==> config.mk <==
export PLATFORM = sky130hd
export DESIGN_NAME = ldst_access_ctrl
export DESIGN_NICKNAME = d
export VERILOG_FILES = /design/src/rtl/ldst_access_ctrl_pkg.sv /design/src/rtl/ldst_access_ctrl_lane_align.sv /design/src/rtl/ldst_access_ctrl.sv
export SDC_FILE = /design/constraint.sdc
export NUM_CORES = 1
export LEC_CHECK = 0
export ABC_CLOCK_PERIOD_IN_PS = 2450
export BUFFER_PORTS_ARGS = -buffer_cell sky130_fd_sc_hd__buf_4
export CAP_MARGIN = 20
export CORE_MARGIN = 4
export CORE_UTILIZATION = 40
export DETAILED_ROUTE_END_ITERATION = 12
export PLACE_DENSITY = 0.69
export RECOVER_POWER = 25
export SYNTH_ARGS = -nofsm -noshare
export SYNTH_HDL_FRONTEND = slang
export SYNTH_SLANG_ARGS = --single-unit
==> constraint.sdc <==
create_clock -name i_clk -period 2.45 [get_ports i_clk]
set_clock_uncertainty 0.15 [all_clocks]
set_input_delay 0.6125 -clock i_clk [delete_from_list [all_inputs] [get_ports i_clk]]
set_output_delay 0.6125 -clock i_clk [all_outputs]
set_load 0.005 [all_outputs]
==> src/rtl/ldst_access_ctrl_pkg.sv <==
// ldst_access_ctrl_pkg: shared FSM states, access size codes and AFE codes for the load/store controller
package ldst_access_ctrl_pkg;

    typedef enum logic [1:0] {
        ST_IDLE  = 2'b00,
        ST_REQ   = 2'b01,
        ST_WAIT  = 2'b10,
        ST_DRAIN = 2'b11
    } ldst_state_e;

    localparam logic [1:0] LDST_SIZE_BYTE = 2'b00;
    localparam logic [1:0] LDST_SIZE_HALF = 2'b01;
    localparam logic [1:0] LDST_SIZE_WORD = 2'b10;

    localparam logic [3:0] AFE_LDST_NONE      = 4'h0;
    localparam logic [3:0] AFE_LDST_SEXT8_32  = 4'h1;
    localparam logic [3:0] AFE_LDST_SEXT16_32 = 4'h2;

endpackage

==> src/rtl/ldst_access_ctrl_lane_align.sv <==
// ldst_lane_align: big-endian lane mapping for stores, lane extraction for loads, AFE code selection
// Ports: i_size/i_off/i_load/i_signed describe the access; i_wdata right-aligned store data;
//        i_rword returned memory word; o_mask byte enables (bit 3 = [31:24]); o_wdata replicated
//        store data; o_rdata zero-extended load data; o_afe AFE code; o_misalign alignment fault.
// Config: MIST_LDST_ALIGN_CHECK_EN enables misalignment detection, otherwise o_misalign is 0.
module ldst_lane_align
    import ldst_access_ctrl_pkg::*;
(
    input  logic [1:0]  i_size,
    input  logic [1:0]  i_off,
    input  logic        i_load,
    input  logic        i_signed,
    input  logic [31:0] i_wdata,
    input  logic [31:0] i_rword,
    output logic [3:0]  o_mask,
    output logic [31:0] o_wdata,
    output logic [31:0] o_rdata,
    output logic [3:0]  o_afe,
    output logic        o_misalign
);
    logic [31:0] w_shift;
    logic        w_byte;
    logic        w_half;

    assign w_byte  = i_size == LDST_SIZE_BYTE;
    assign w_half  = i_size == LDST_SIZE_HALF;
    // offset k sits (3-k) bytes above bit 0, and 3-k == ~k for a 2-bit k
    assign w_shift = i_rword >> {~i_off, 3'b000};

    always_comb begin
        o_mask  = w_byte ? 4'b1000 >> i_off : w_half ? (i_off[1] ? 4'b0011 : 4'b1100) : 4'b1111;
        o_wdata = w_byte ? {4{i_wdata[7:0]}} : w_half ? {2{i_wdata[15:0]}} : i_wdata;
        o_rdata = w_byte ? {24'h0, w_shift[7:0]} :
                  w_half ? {16'h0, (i_off[1] ? i_rword[15:0] : i_rword[31:16])} : i_rword;
        o_afe   = (i_load && i_signed && w_byte) ? AFE_LDST_SEXT8_32 :
                  (i_load && i_signed && w_half) ? AFE_LDST_SEXT16_32 : AFE_LDST_NONE;
    end

`ifdef MIST_LDST_ALIGN_CHECK_EN
    assign o_misalign = (w_half && i_off[0]) || (i_size[1] && i_off != 2'b00);
`else
    assign o_misalign = 1'b0;
`endif

endmodule

==> src/rtl/ldst_access_ctrl.sv <==
// ldst_access_ctrl: one-at-a-time load/store controller driving the data-memory handshake
// Ports: i_clk, i_rst_n (async, active-low), i_flush; execute side i_exe_* / o_exe_busy;
//        memory side o_data_req/rw/mask/addr/data, i_data_busy, i_data_valid, i_data_data;
//        completion side o_ldst_valid/data/afe_code/fault.
// Config: MIST_LDST_ALIGN_CHECK_EN turns misaligned halfword/word accesses into faults.
module ldst_access_ctrl
    import ldst_access_ctrl_pkg::*;
(
    input  logic        i_clk,
    input  logic        i_rst_n,
    input  logic        i_flush,
    input  logic        i_exe_valid,
    output logic        o_exe_busy,
    input  logic        i_exe_load,
    input  logic [1:0]  i_exe_size,
    input  logic        i_exe_signed,
    input  logic [31:0] i_exe_addr,
    input  logic [31:0] i_exe_data,
    output logic        o_data_req,
    input  logic        i_data_busy,
    output logic        o_data_rw,
    output logic [3:0]  o_data_mask,
    output logic [31:0] o_data_addr,
    output logic [31:0] o_data_data,
    input  logic        i_data_valid,
    input  logic [31:0] i_data_data,
    output logic        o_ldst_valid,
    output logic [31:0] o_ldst_data,
    output logic [3:0]  o_ldst_afe_code,
    output logic        o_ldst_fault
);
    ldst_state_e r_state;
    logic        r_load;
    logic [1:0]  r_size;
    logic [1:0]  r_off;
    logic        r_signed;
    logic        r_mis;
    logic        r_req;
    logic        r_rw;
    logic [3:0]  r_mask;
    logic [31:0] r_addr;
    logic [31:0] r_wdata;
    logic        r_valid;
    logic [31:0] r_ldata;
    logic [3:0]  r_afe;
    logic        r_fault;

    logic        w_idle;
    logic [1:0]  w_size;
    logic [1:0]  w_off;
    logic        w_load;
    logic        w_signed;
    logic [3:0]  w_mask;
    logic [31:0] w_wdata;
    logic [31:0] w_rdata;
    logic [3:0]  w_afe;
    logic        w_mis;

    // in IDLE the aligner sees the offered operation, afterwards the captured one
    assign w_idle   = r_state == ST_IDLE;
    assign w_size   = w_idle ? i_exe_size   : r_size;
    assign w_off    = w_idle ? i_exe_addr[1:0] : r_off;
    assign w_load   = w_idle ? i_exe_load   : r_load;
    assign w_signed = w_idle ? i_exe_signed : r_signed;

    ldst_lane_align u_align (
        .i_size     (w_size),
        .i_off      (w_off),
        .i_load     (w_load),
        .i_signed   (w_signed),
        .i_wdata    (i_exe_data),
        .i_rword    (i_data_data),
        .o_mask     (w_mask),
        .o_wdata    (w_wdata),
        .o_rdata    (w_rdata),
        .o_afe      (w_afe),
        .o_misalign (w_mis)
    );

    always_ff @(posedge i_clk or negedge i_rst_n) begin
        if (!i_rst_n) begin
            r_state  <= ST_IDLE;
            r_load   <= 1'b0;
            r_size   <= LDST_SIZE_BYTE;
            r_off    <= 2'b00;
            r_signed <= 1'b0;
            r_mis    <= 1'b0;
            r_req    <= 1'b0;
            r_rw     <= 1'b0;
            r_mask   <= 4'h0;
            r_addr   <= 32'h0;
            r_wdata  <= 32'h0;
            r_valid  <= 1'b0;
            r_ldata  <= 32'h0;
            r_afe    <= AFE_LDST_NONE;
            r_fault  <= 1'b0;
        end else begin
            r_valid <= 1'b0;
            r_fault <= 1'b0;
            case (r_state)
                ST_IDLE: begin
                    if (!i_flush && i_exe_valid) begin
                        r_load   <= i_exe_load;
                        r_size   <= i_exe_size;
                        r_off    <= i_exe_addr[1:0];
                        r_signed <= i_exe_signed;
                        r_mis    <= w_mis;
                        r_req    <= !w_mis;
                        r_rw     <= !i_exe_load;
                        // reads carry no byte enables; the lane is picked on return
                        r_mask   <= i_exe_load ? 4'h0 : w_mask;
                        r_addr   <= {i_exe_addr[31:2], 2'b00};
                        r_wdata  <= w_wdata;
                        r_state  <= ST_REQ;
                    end
                end
                ST_REQ: begin
                    if (i_flush) begin
                        r_req   <= 1'b0;
                        r_mis   <= 1'b0;
                        r_state <= ST_IDLE;
                    end else if (r_mis) begin
                        r_mis   <= 1'b0;
                        r_valid <= 1'b1;
                        r_fault <= 1'b1;
                        r_ldata <= 32'h0;
                        r_afe   <= w_afe;
                        r_state <= ST_IDLE;
                    end else if (!i_data_busy) begin
                        r_req <= 1'b0;
                        if (r_load) begin
                            r_state <= ST_WAIT;
                        end else begin
                            r_valid <= 1'b1;
                            r_ldata <= 32'h0;
                            r_afe   <= w_afe;
                            r_state <= ST_IDLE;
                        end
                    end
                end
                ST_WAIT: begin
                    if (i_flush) begin
                        r_state <= i_data_valid ? ST_IDLE : ST_DRAIN;
                    end else if (i_data_valid) begin
                        r_valid <= 1'b1;
                        r_ldata <= w_rdata;
                        r_afe   <= w_afe;
                        r_state <= ST_IDLE;
                    end
                end
                ST_DRAIN: begin
                    if (i_data_valid) begin
                        r_state <= ST_IDLE;
                    end
                end
                default: r_state <= ST_IDLE;
            endcase
        end
    end

    assign o_exe_busy      = !w_idle;
    assign o_data_req      = r_req;
    assign o_data_rw       = r_rw;
    assign o_data_mask     = r_mask;
    assign o_data_addr     = r_addr;
    assign o_data_data     = r_wdata;
    assign o_ldst_valid    = r_valid;
    assign o_ldst_data     = r_ldata;
    assign o_ldst_afe_code = r_afe;
    assign o_ldst_fault    = r_fault;

endmodule

; Word level (Yosys, flattened, before mapping)
; Index checks and enable logic that the tools add are counted.
[word_totals]
inputBits = 106
ff_bits = 115
word_cells = 102
out_inout_bits = 109
[classes]
n_eq_ne = 13
n_mux = 55
bitwise = 1
reduce_logical = 16
shifts = 2
[ops]
columns = op, count
row1 = $mux 32, 10
row2 = $pmux 32 s2, 1
row3 = $mux 4, 11
row4 = $shr 32x5->8, 1
row5 = $mux 2, 11
row6 = $mux 1, 16
row7 = $mux 16, 1
row8 = $ne 3x3->1 const B, 4
row9 = $pmux 2 s4, 1
row10 = $pmux 4 s2, 1
row11 = $ne 2x2->1 const B, 3
row12 = $pmux 1 s2, 3
row13 = $reduce_and 2->1, 3
row14 = $reduce_and 6->1, 1
row15 = $eq 2x1->1 const B, 2
row16 = $eq 2x2->1 const B, 2
row17 = $logic_and 1x1->1, 4
row18 = $logic_not 2->1, 2
row19 = $ne 4x4->1 const B, 1
row20 = $reduce_and 4->1, 1
row21 = $reduce_bool 2->1, 2
row22 = $shr 4x2->4 const A, 1
row23 = $logic_not 1->1, 3
row24 = $ne 2x1->1 const B, 1
row25 = $not 2->2, 1

; Longest topological paths before layout
; Gate-level depths: netlist (run 1).
[logic_depth]
ltp_word = 11
mapped_depth = 10
ltp_nobuf = 7

; Cells and area by module
; From an unflattened synthesis (run 1), not the netlist that was laid out.
[hier_totals]
cells_unflattened = 539
hier_area_um2 = 5972.0
[by_module_without_submodules]
columns = mod, area_per_inst_um2, cells_per_inst, seq_area_each_um2, instances
row1 = ldst_access_ctrl, 4827.1, 363, 2877.8, 1
row2 = ldst_lane_align, 1144.8, 176, 0.0, 1

; Worst setup path before layout (run 1)
; No wires, ideal clock.
[synth_path]
kind = register -> register
startpoint = reg r_state[0]
endpoint = reg r_ldata[0] (netlist: o_ldst_data[0])
slack_ns = 0.200
path_buffers = 1
setup_time_ns = 0.126
t_required_ns = 2.174
path_stages_with_launch = 8
arrival_ns = 1.974
period_less_slack_ns = 2.250
path_cell_list = dfrtp_1 > inv_1 > ha_1 > buf_2 > nor2b_1 > a32oi_2 > mux2_2 > a221o_1
[synth_via]
elab_chain_cells = 8
elab_cells_between_ends = 22
classes_between = eq/ne: 8 / shift: 1 / mux: 8 / bitwise: 1 / reduce/logical: 4
[synth_rtl]
columns = item, line_no
row1 = start: declaration, ldst_access_ctrl.sv:32  ; ldst_state_e r_state;
row2 = start signal: assignment, ldst_access_ctrl.sv:143  ; r_state <= i_data_valid ? ST_IDLE : ST_DRAIN;
row3 = $logic_not 2->1, ldst_access_ctrl.sv:60  ; assign w_idle = r_state == ST_IDLE;
row4 = "$mux 2, on equally long branches", "ldst_access_ctrl.sv:62, ldst_access_ctrl.sv:61"
row5 = "$not 2->2, or another cell as far along", ldst_access_ctrl_lane_align.sv:28  ; assign w_shift = i_rword >> {~i_off, 3'b000};
row6 = $shr 32x5->8 or $mux 32 (tied branches), "ldst_access_ctrl_lane_align.sv:28, ldst_access_ctrl_lane_align.sv:34"
row7 = $mux 32, ldst_access_ctrl_lane_align.sv:33  ; o_rdata = w_byte ? {24'h0, w_shift[7:0]} :
row8 = $mux 32, ldst_access_ctrl.sv:144  ; end else if (i_data_valid) begin
row9 = $mux 32, ldst_access_ctrl.sv:142  ; if (i_flush) begin
row10 = $pmux 32 s2, ldst_access_ctrl.sv:100  ; case (r_state)
row11 = end signal: assignment, ldst_access_ctrl.sv:146  ; r_ldata <= w_rdata;
row12 = end: declaration, ldst_access_ctrl.sv:44  ; logic [31:0] r_ldata;
; Several ways; a longest one is shown, not always the timed one. The select of a mux whose other input is x is not followed.
; A chain may end at the register's enable or synchronous reset.

; Worst setup path after layout (run 1)
[layout_path]
startpoint = reg r_state[1]
endpoint = reg r_ldata[3] (netlist: o_ldst_data[3])
; The elaborated chain is that of the path after synthesis.

==> results.tsv, run 1 <==
stage	metric	value	unit
run_status	status	finished, violations left	
run_status	failed_checks	capacitance limit, slew limit	
global_routing	grt_pass1_wl	23.1	mm
floorplanning	io_pins	215	
logic_synthesis	ys_ff_latch	111	
logic_synthesis	synth_xor_area_share	0	%
pwr	p_leak	3.53	nW
logic_synthesis	synth.top_cells.by_count	dfrtp_1, nand2_1, mux2_2, o21ai_0, mux2i_1	
logic_synthesis	netlist_area	5060	sq um
worst_setup_path	crit_slowest_cell	o32ai_4	
pwr	seqPwrFrac	37.7	%
layout	fillCellCount	1080	
timing	max_slew.worst_pin.slew	1.56	ns
clock_tree	cts_tree	yes	
floorplanning	start_util	41.4	%
logic_synthesis	synth_edf_count	0	
min_path	hold_class	register to register	
route	vias	4262	
worst_setup_path	path_class	register to register	
floorplanning	rows	40	
pwr	clkPwrFrac	18.4	%
logic_synthesis	synth_top_family_by_area	multiplexers	
clock_tree	clk_path_buf_depth	2	
floorplanning	die-area	14500	sq um
timing	slew_viol_final	28	
timing	setup_violations	0	
global_routing	grt_pass1_vias	4408	
pwr	p_int	5.13	mW
global_routing	track_usage	20.0	%
clock_tree	cts_buffers	9	
logic_synthesis	synth_cell_type_count	41	
logic_synthesis	ys_seq_area_share	54.9	%
clock_tree	clkTransAtPathRegs	0.07	ns
worst_setup_path	reg2reg_depth	7	
global_routing	overflow	0	
pwr	ir_drop	0.000601	V
logic_synthesis	muxShareOfSynthArea	16.3	%
layout	num_antenna_cells	0	
floorplanning	die_x	120	microns
timing	setup-tns-final	0	ns
clock_tree	cts-root-buf	clkbuf_16	
clock_tree	htree_levels	3	
route	wl_per_cell	18.1	microns
pwr	combPwrFrac	43.9	%
layout	drive_gt1_share	46.6	%
logic_synthesis	syn_area_per_cell	11.8	sq um
route	drt_first_pass_iters	5	
layout	finalInstanceArea	7120	sq um
clock_tree	clock_sinks	111	
worst_setup_path	cp.arrival	2.46	ns
run	max_cap_violations	1	
route	drt-total-wl	14.6	mm
place	postPlaceCellArea	6830	sq um
logic_synthesis	synth_flop_cell	dfrtp_1	
route	drc_errors	0	
place	port_buffers	209	
pwr	power.switching	2.65	mW
worst_setup_path	ff2ff_setup_slack	0.12	ns
worst_setup_path	crit_required	2.58	ns
timing	fin_crit	2.33	ns
logic_synthesis	syn_inst	427	
logic_synthesis	yosys_warnings	0	
layout	fin_util	58.3	%
clock_tree	clk_latency	0.35	ns
worst_setup_path	rr_startpoint	r_state[1]	
worst_setup_path	start_kind	register	
worst_setup_path	cp_max_fo	12	
worst_setup_path	crit_path_start	r_state[1]	
global_routing	antenna_found_initial	0	
place	hpwlAfterDp	11.1	mm
route	dr.first_iter.drc_count	360	
pwr	p_sw_share	34.1	%
timing	max_freq	429	MHz
logic_synthesis	postSynth.asyncResetShare	100	%
worst_setup_path	timing.critical_path.cells	inv_1, ha_1, buf_4, o32ai_4, nand2_2, nor3_1, a221o_1	
worst_setup_path	endpoint	o_ldst_data[3]	
floorplanning	dieHeight	120	microns
clock_tree	hold_buffers	0	
logic_synthesis	synthTopCellsByArea	dfrtp_1, mux2_2, mux2i_1, o21ai_0, nand2_1	
timing	final_hold_viol_count	0	
logic_synthesis	synth_most_common_cell	dfrtp_1	
worst_setup_path	cp-end-kind	register	
route	viasPerCell	5.27	
worst_setup_path	r2r_end	o_ldst_data[3]	
logic_synthesis	yosysTopAreaCell	dfrtp_1	
place	place_congestion	0.793	
worst_setup_path	critical_path.max_stage_delay	0.50	ns
logic_synthesis	yosys.area_share.simple	7.40	%
layout	area_growth_syn_to_layout	40.7	%
timing	fin_crit_sh	95.1	%
layout	final_nets	747	
pwr	power_density	1090	nW/um^2
floorplanning	coreArea	12200	sq um
route	postRouteAntennaNets	0	
logic_synthesis	synth_compound_area_share	15.5	%
timing	relSlewSlack	-4.02	%
logic_synthesis	synthAdderAreaFrac	1.24	%
logic_synthesis	synth_top_cell_area_share	54.9	%
global_routing	grt_max_degree	55	
## power by group through the flow
stage | registers [mW] | logic (mW) | clock network (mW)
after detailed placement | 2.97 | 3.43 | 0
after global routing | 3.03 | 3.72 | 1.55
after CTS | 2.94 | 3.44 | 1.47
after floorplan | 2.95 | 1.68 | 0
after global placement | 2.93 | 3.33 | 0
final | 2.93 | 3.41 | 1.43
## cell type report
| cell class | instances | area (sq um) | area share [%] |
|---|---|---|---|
| multi-input cells | 281 | 2090 | 29.4 |
| clock inverters | 5 | 42.5 | 0.598 |
| repair buffers | 225 | 1710 | 24.0 |
| well taps | 168 | 210 | 2.95 |
| flip-flops and latches | 111 | 2780 | 39.0 |
| inverters | 8 | 30.0 | 0.422 |
| clock buffers | 11 | 253 | 3.55 |
## cell families (layout without fill, tap and decap cells)
| kind of cell | count (synthesis) | after routing |
|---|---|---|
| other | 1 | 5 |
| AO/OA/AOI/OAI | 112 | 112 |
| flip-flops | 111 | 111 |
| multiplexers | 76 | 76 |
| AND/OR/NAND/NOR | 83 | 83 |
| buffers and inverters | 39 | 249 |
| adder cells (fa/ha/maj) | 5 | 5 |
## per-stage QoR
step / worst slack [ns] / instances / hold slack (ns) / total power, mW
after CTS: 0.0468 / 809 / 0.0344 / 7.86
after global routing: -0.00194 / 809 / 0.326 / 8.30
after global placement: 0.166 / 793 / 0.315 / 6.25
after detailed placement: 0.0761 / 793 / 0.318 / 6.40
final: 0.121 / 809 / 0.330 / 7.78
after floorplan: 0.200 / 431 / 0.167 / 4.63
## metal layers
| metal | vias to the layer above | global-route usage, % | part of all wire, % |
|---|---|---|---|
| met2 | 175 | 34.0 | 51 |
| met4 | 0 | 6.02 | 1.8 |
| met3 | 19 | 5.85 | 7.1 |
| met5 | - | 0 | 0 |
| li1 | 1976 | - | - |
| met1 | 2092 | 24.9 | 40 |
## what timing repair did
action | in CTS | in global routing
resized for setup | 0 | 2
setup buffers | 0 | 0
setup endpoints to repair | 0 | 14
## flip-flops by register name, summed over array words and instances (netlist names)
register and cells:
r_state 2, r_signed 1, r_off 2, o_data_rw 1
r_load 1, o_ldst_afe_code 2, o_ldst_valid 1, o_data_mask 4
r_size 2, o_data_addr 30, o_ldst_data 32, o_data_data 32
o_data_req 1
## how the worst min path moves through the flow
stage	start	endpoint	slack, ns	cells after the start
final	o_data_rw	o_data_rw	0.33	2
after global routing	i_exe_addr[12]	o_data_addr[12]	0.33	2
after CTS	i_rst_n	o_ldst_data[16]	0.03	1
after detailed placement	o_ldst_afe_code[0]	o_ldst_afe_code[0]	0.32	2
after global placement	o_data_data[31]	o_data_data[31]	0.31	2
after floorplan	i_rst_n	o_data_addr[10]	0.17	0
## layout by cell type, fill, tap and decap left out, drive strengths merged, types with 10 or more instances in the layout
master,instances
buf,222
dfrtp,111
nand2,52
mux2,51
o21ai,42
mux2i,25
a22o,19
o22ai,16
clkbuf,14
nor3,10
## worst max-delay path: cells and delay by family (launching register included)
kind	cells	cell delay, ns
flip-flops	1	0.41
adder cells (fa/ha/maj)	1	0.23
AO/OA/AOI/OAI	2	0.65
AND/OR/NAND/NOR	2	0.51
buffers and inverters	2	0.31
Note: power is estimated with default switching activity, not from simulation.
==> inputs of run 2 (changes only) <==
- CORE_MARGIN: 4 -> 5
- CTS_CLUSTER_SIZE: default -> 8
==> results.tsv, run 2 (synthesized netlist as in run 1, its figures left out) <==
stage	metric	value	unit	change
floorplanning	die-area	15000	sq um	+3.3%
place	hpwlAfterDp	11.2	mm	+0.97%
floorplanning	io_pins	215		unchanged
timing	setup_violations	0		unchanged
layout	area_growth_syn_to_layout	40.8	%	about the same
worst_setup_path	worst-path-stages	5		-2
min_path	hp-start	o_data_data[26]		
timing	setup-tns-final	0	ns	unchanged
timing	fin_crit_sh	95.3	%	+0.23 points
place	port_buffers	209		unchanged
layout	final_nets	744		-0.40%
timing	holdWs	0.330	ns	-0.000648 ns
floorplanning	coreArea	12500	sq um	+2.5%
pwr	p_leak	3.53	nW	about the same
pwr	seqPwrFrac	37.2	%	-0.5 points
global_routing	grt_max_degree	112		+100%
worst_setup_path	crit_required	2.53	ns	-0.05 ns
worst_setup_path	cp_max_fo	36		+24
timing	final_hold_viol_count	0		unchanged
worst_setup_path	ff2ff_setup_slack	0.12	ns	about the same
clock_tree	cts-root-buf	clkbuf_16		
clock_tree	cts_buffers	9		unchanged
route	postRouteAntennaNets	0		unchanged
timing	max_slew.worst_pin.slew	1.54	ns	-0.0229 ns
route	drt-total-wl	14.8	mm	+0.93%
global_routing	track_usage	19.2	%	-0.86 points
worst_setup_path	rr_startpoint	r_state[0]		
clock_tree	clk_latency	0.35	ns	about the same
worst_setup_path	cp.arrival	2.42	ns	-0.04 ns
floorplanning	rows	41		+2.5%
place	pre_cts_ws	0.109	ns	+0.0326 ns
layout	final_cell_mix	buf_4, dfrtp_1, nand2_1		
run_status	status	finished, violations left		
global_routing	grt_pass1_wl	22.4	mm	-3.1%
worst_setup_path	critical_path.max_stage_delay	0.73	ns	+0.23 ns
pwr	p_int	5.27	mW	+2.8%
run_status	failed_checks	capacitance limit, slew limit		
timing	slew_viol_final	112		+300%
place	place_congestion	0.851		+7.2%
pwr	power.switching	2.60	mW	-1.8%
worst_setup_path	path_class	register to register		
worst_setup_path	timing.critical_path.cells	inv_1, ha_1, nor2b_1, or4_4, a221o_1		
worst_setup_path	crit_buf_inv	1		-1
pwr	ir_drop	0.000500	V	-17%
clock_tree	cts_tree	yes		
layout	num_antenna_cells	0		unchanged
route	drc_errors	0		unchanged
clock_tree	clk_path_buf_depth	2		unchanged
pwr	p_sw_share	33.1	%	-1.0 points
worst_setup_path	crit_slowest_cell	or4_4		
min_path	min_to	o_data_data[26]		
clock_tree	htree_levels	3		unchanged
layout	final_common_cell	buf_4		
timing	relSlewSlack	-2.50	%	+1.5 points
global_routing	grt_pass1_vias	4291		-2.7%
clock_tree	hold_buffers	0		unchanged
global_routing	overflow	0		unchanged
worst_setup_path	cp-end-kind	register		
worst_setup_path	cp_top_family	simple AND/OR/NAND/NOR gates		
clock_tree	clkTransAtPathRegs	0.07	ns	about the same
min_path	hold_class	register to register		
timing	max_freq	428	MHz	-0.24%
pwr	clkPwrFrac	19.7	%	+1.3 points
route	drt_first_pass_iters	6		+1
floorplanning	start_util	40.4	%	-1.0 points
route	dr.first_iter.drc_count	345		-4.2%
timing	worst_slack	0.115	ns	-0.00562 ns
route	viasPerCell	5.21		-1.0%
layout	fin_util	56.9	%	-1.4 points
clock_tree	clock_sinks	111		unchanged
worst_setup_path	start_kind	register		
route	vias	4223		-0.92%
floorplanning	die_x	122	microns	+1.7%
worst_setup_path	reg2reg_depth	5		-2
route	wl_per_cell	18.2	microns	+0.81%
pwr	combPwrFrac	43.2	%	-0.7 points
worst_setup_path	r2r_end	o_ldst_data[5]		
timing	fin_crit	2.33	ns	+0.00562 ns
pwr	power_density	1100	nW/um^2	+1.1%
run	max_cap_violations	1		unchanged
timing	rsz0062_at_grt	false		
floorplanning	dieHeight	122	microns	+1.7%
min_path	hold_depth	2		unchanged
layout	drive_gt1_share	46.6	%	-0.094 points
global_routing	antenna_found_initial	0		unchanged
==> run 2: power groups by stage <==
stage | registers, mW | logic, mW | clock network (mW)
2_1_floorplan | 2.95 | 1.68 | 0
3_3_place_gp | 2.92 | 3.35 | 0
3_5_place_dp | 2.97 | 3.43 | 0
4_1_cts | 2.93 | 3.44 | 1.59
5_1_grt | 3.01 | 3.70 | 1.66
6_report | 2.93 | 3.40 | 1.55
==> run 2: area by class of cell <==
type	instances	area, sq um
fill	1098	5390
multi-input combinational	281	2080
timing repair buffer	222	1700
sequential	111	2780
clock buffer	13	270
tap	172	215
inverter	8	30.0
clock inverter	3	47.5
==> run 2: worst register-to-register path: cells and delay by family, from the launching register on <==
kind | cells | cell delay (ns)
buffers and inverters | 1 | 0.10
adders and majority gates | 1 | 0.25
AOI/OAI and AO/OA | 1 | 0.42
DFF | 1 | 0.40
and+or+nand+nor | 2 | 0.90
==> run 2: how the worst max path moves through the flow <==
| stage | slack [ns] | from | endpoint |
|---|---|---|---|
| 2_1_floorplan | 0.20 | r_state[0] | o_ldst_data[0] |
| 3_3_place_gp | 0.15 | i_data_busy | o_ldst_data[6] |
| 3_5_place_dp | 0.11 | r_state[0] | o_ldst_data[1] |
| 4_1_cts | 0.07 | r_state[0] | o_exe_busy |
| 5_1_grt | 0.004 | r_state[0] | o_ldst_data[1] |
| 6_report | 0.12 | r_state[0] | o_ldst_data[5] |
==> run 2: per-layer routing <==
layer / global-route usage (%) / routed length [microns] / vias up
met2: 32.9 / 7580 / 152
met1: 23.6 / 5890 / 2084
met3: 3.78 / 945 / 23
met5: 0 / 0 / -
li1: - / - / 1964
met4: 8.12 / 343 / 0
==> run 2: timing repair <==
action,in CTS,in global routing
endpoints found under the setup margin,0,14
resized for setup,0,2
buffers inserted,0,0
==> run 2: metrics by stage <==
| step | std cells | cell area, sq um | total power, mW |
|---|---|---|---|
| after detailed placement | 794 | 6810 | 6.40 |
| after floorplan | 431 | 5070 | 4.63 |
| final | 810 | 7120 | 7.87 |
| after global routing | 810 | 7120 | 8.38 |
| after global placement | 794 | 6810 | 6.27 |
| after CTS | 810 | 7130 | 7.96 |
==> inputs of run 3 (changes only) <==
- PLACE_DENSITY: 0.69 -> 0.75
==> results.tsv, run 3 (synthesized netlist as in run 1, its figures left out) <==
stage	metric	value	unit	change
route	drt_first_pass_iters	6		unchanged
global_routing	antenna_found_initial	0		unchanged
place	hpwlAfterDp	11.7	mm	+4.6%
clock_tree	hold_buffers	0		unchanged
min_path	hold_depth	2		unchanged
worst_setup_path	r2r_end	o_ldst_data[7]		
floorplanning	rows	41		unchanged
worst_setup_path	crit_required	2.53	ns	about the same
route	dr.first_iter.drc_count	272		-21%
place	port_buffers	209		unchanged
clock_tree	cts.repair.resized	0		unchanged
worst_setup_path	cp_top_family	simple AND/OR/NAND/NOR gates		
global_routing	track_usage	20.5	%	+1.3 points
route	viasPerCell	5.25		+0.78%
clock_tree	cts-root-buf	clkbuf_16		
timing	relSlewSlack	-19.0	%	-17 points
place	postPlaceCellArea	6840	sq um	+0.46%
pwr	power_density	1100	nW/um^2	-0.43%
layout	fillCellCount	1129		+2.8%
timing	fin_crit_sh	95.7	%	+0.37 points
place	place_congestion	0.855		+0.48%
floorplanning	dieHeight	122	microns	unchanged
min_path	min_to	o_data_data[11]		
layout	num_antenna_cells	0		unchanged
worst_setup_path	crit_slowest_cell	or4_4		
layout	area_growth_syn_to_layout	41.4	%	
timing	slew_viol_final	31		-72%
pwr	ir_drop	0.000511	V	+2.3%
layout	finalInstanceArea	7150	sq um	+0.37%
layout	final_common_cell	buf_4		
clock_tree	cts_setup_buffers	0		unchanged
route	drt-total-wl	15.3	mm	+3.7%
clock_tree	clock_sinks	111		unchanged
worst_setup_path	cp.arrival	2.43	ns	about the same
timing	holdWs	0.335	ns	+0.00580 ns
route	vias	4256		+0.78%
place	pre_cts_ws	0.0604	ns	-0.0483 ns
clock_tree	clkTransAtPathRegs	0.07	ns	about the same
worst_setup_path	cp_max_fo	36		unchanged
clock_tree	clk_latency	0.35	ns	about the same
worst_setup_path	cp-end-kind	register		
pwr	seqPwrFrac	37.4	%	+0.2 points
global_routing	grt_max_degree	60		-46%
timing	fin_crit	2.34	ns	+0.00902 ns
layout	final_cell_mix	buf_4, dfrtp_1, nand2_1		
pwr	p_int	5.23	mW	-0.67%
run_status	status	finished, violations left		
pwr	p_leak	3.53	nW	+0.11%
pwr	power.switching	2.63	mW	+1.2%
timing	worst_slack	0.106	ns	-0.00902 ns
floorplanning	die_x	122	microns	unchanged
floorplanning	die-area	15000	sq um	unchanged
timing	max_slew.worst_pin.slew	1.79	ns	+0.248 ns
global_routing	grt_pass1_wl	23.9	mm	+6.9%
global_routing	overflow	0		unchanged
run	max_cap_violations	1		unchanged
pwr	clkPwrFrac	18.9	%	-0.8 points
timing	setup-tns-final	0	ns	unchanged
timing	rsz0062_at_grt	false		
worst_setup_path	timing.critical_path.cells	inv_1, ha_1, nor2b_1, or4_4, a221o_1		
floorplanning	start_util	40.4	%	unchanged
worst_setup_path	start_kind	register		
timing	max_freq	427	MHz	-0.38%
worst_setup_path	path_class	register to register		
min_path	hp-start	o_data_data[11]		
worst_setup_path	reg2reg_depth	5		unchanged
clock_tree	cts_buffers	9		unchanged
pwr	p_sw_share	33.5	%	+0.40 points
worst_setup_path	critical_path.max_stage_delay	0.73	ns	about the same
route	postRouteAntennaNets	0		unchanged
clock_tree	htree_levels	3		unchanged
route	wl_per_cell	18.9	microns	+3.7%
timing	setup_violations	0		unchanged
pwr	total_power	7.87	mW	about the same
layout	final_nets	745		+0.13%
pwr	combPwrFrac	43.8	%	+0.6 points
min_path	hold_class	register to register		
route	drc_errors	0		unchanged
global_routing	grt_pass1_vias	4515		+5.2%
clock_tree	cts_tree	yes		
run_status	failed_checks	capacitance limit, slew limit		
worst_setup_path	crit_buf_inv	1		unchanged
floorplanning	io_pins	215		unchanged
worst_setup_path	ff2ff_setup_slack	0.11	ns	about the same
timing	final_hold_viol_count	0		unchanged
clock_tree	clk_path_buf_depth	2		unchanged
layout	drive_gt1_share	46.2	%	-0.31 points
floorplanning	coreArea	12500	sq um	unchanged
worst_setup_path	rr_startpoint	r_state[0]		
## run 3: cell count changes in the layout (fill, tap and decap cells not counted), sizes merged
cell and delta:
clkinvlp +1, inv -2, clkinv +1, buf +2
clkbuf -2
## run 3: power by group through the flow
stage,clock (mW),combinational [mW],sequential (mW)
2_1_floorplan,0,1.68,2.95
3_3_place_gp,0,3.35,2.92
3_5_place_dp,0,3.46,2.97
4_1_cts,1.52,3.46,2.94
5_1_grt,1.60,3.76,3.04
6_report,1.48,3.44,2.94
## run 3: worst max path at each step
stage / end / slack (ns) / from / depth (start not counted)
2_1_floorplan: o_ldst_data[0] / 0.20 / r_state[0] / 7
3_5_place_dp: o_ldst_data[2] / 0.06 / r_state[0] / 7
6_report: o_ldst_data[7] / 0.11 / r_state[0] / 5
5_1_grt: o_ldst_data[4] / 0.001 / r_state[0] / 7
3_3_place_gp: o_ldst_data[5] / 0.16 / i_data_busy / 4
4_1_cts: o_ldst_data[2] / 0.04 / r_state[0] / 7
## run 3: worst register-to-register path: cells and delay by family, from the launching register on
kind / cells / cell delay (ns)
AO/OA/AOI/OAI: 1 / 0.43
adder cells (fa/ha/maj): 1 / 0.25
buffers and inverters: 1 / 0.10
flip-flops: 1 / 0.40
AND/OR/NAND/NOR: 2 / 0.90
## run 3: cell type report
class	instances	area, sq um	area share (%)
inverter	8	30.0	0.420
sequential	111	2780	38.9
clock buffer	12	256	3.59
clock inverter	3	42.5	0.595
timing repair buffer	223	1730	24.2
multi-input combinational	281	2090	29.3
tap	172	215	3.01
## run 3: metal layers
layer  wire length (microns)  global-route usage [%]  vias to the layer above
met1                    6090                    25.3                     2089
met3                     762                    3.64                       44
li1                        -                       -                     1975
met4                     631                    10.9                        0
met5                       0                       0                        -
met2                    7830                    34.3                      148
## run 3: through the flow
stage / std cells / utilization (%)
3_3_place_gp: 795 / 54.7
2_1_floorplan: 431 / -
3_5_place_dp: 795 / 54.7
4_1_cts: 810 / 57.1
6_report: 810 / 57.1
5_1_grt: 810 / 57.1
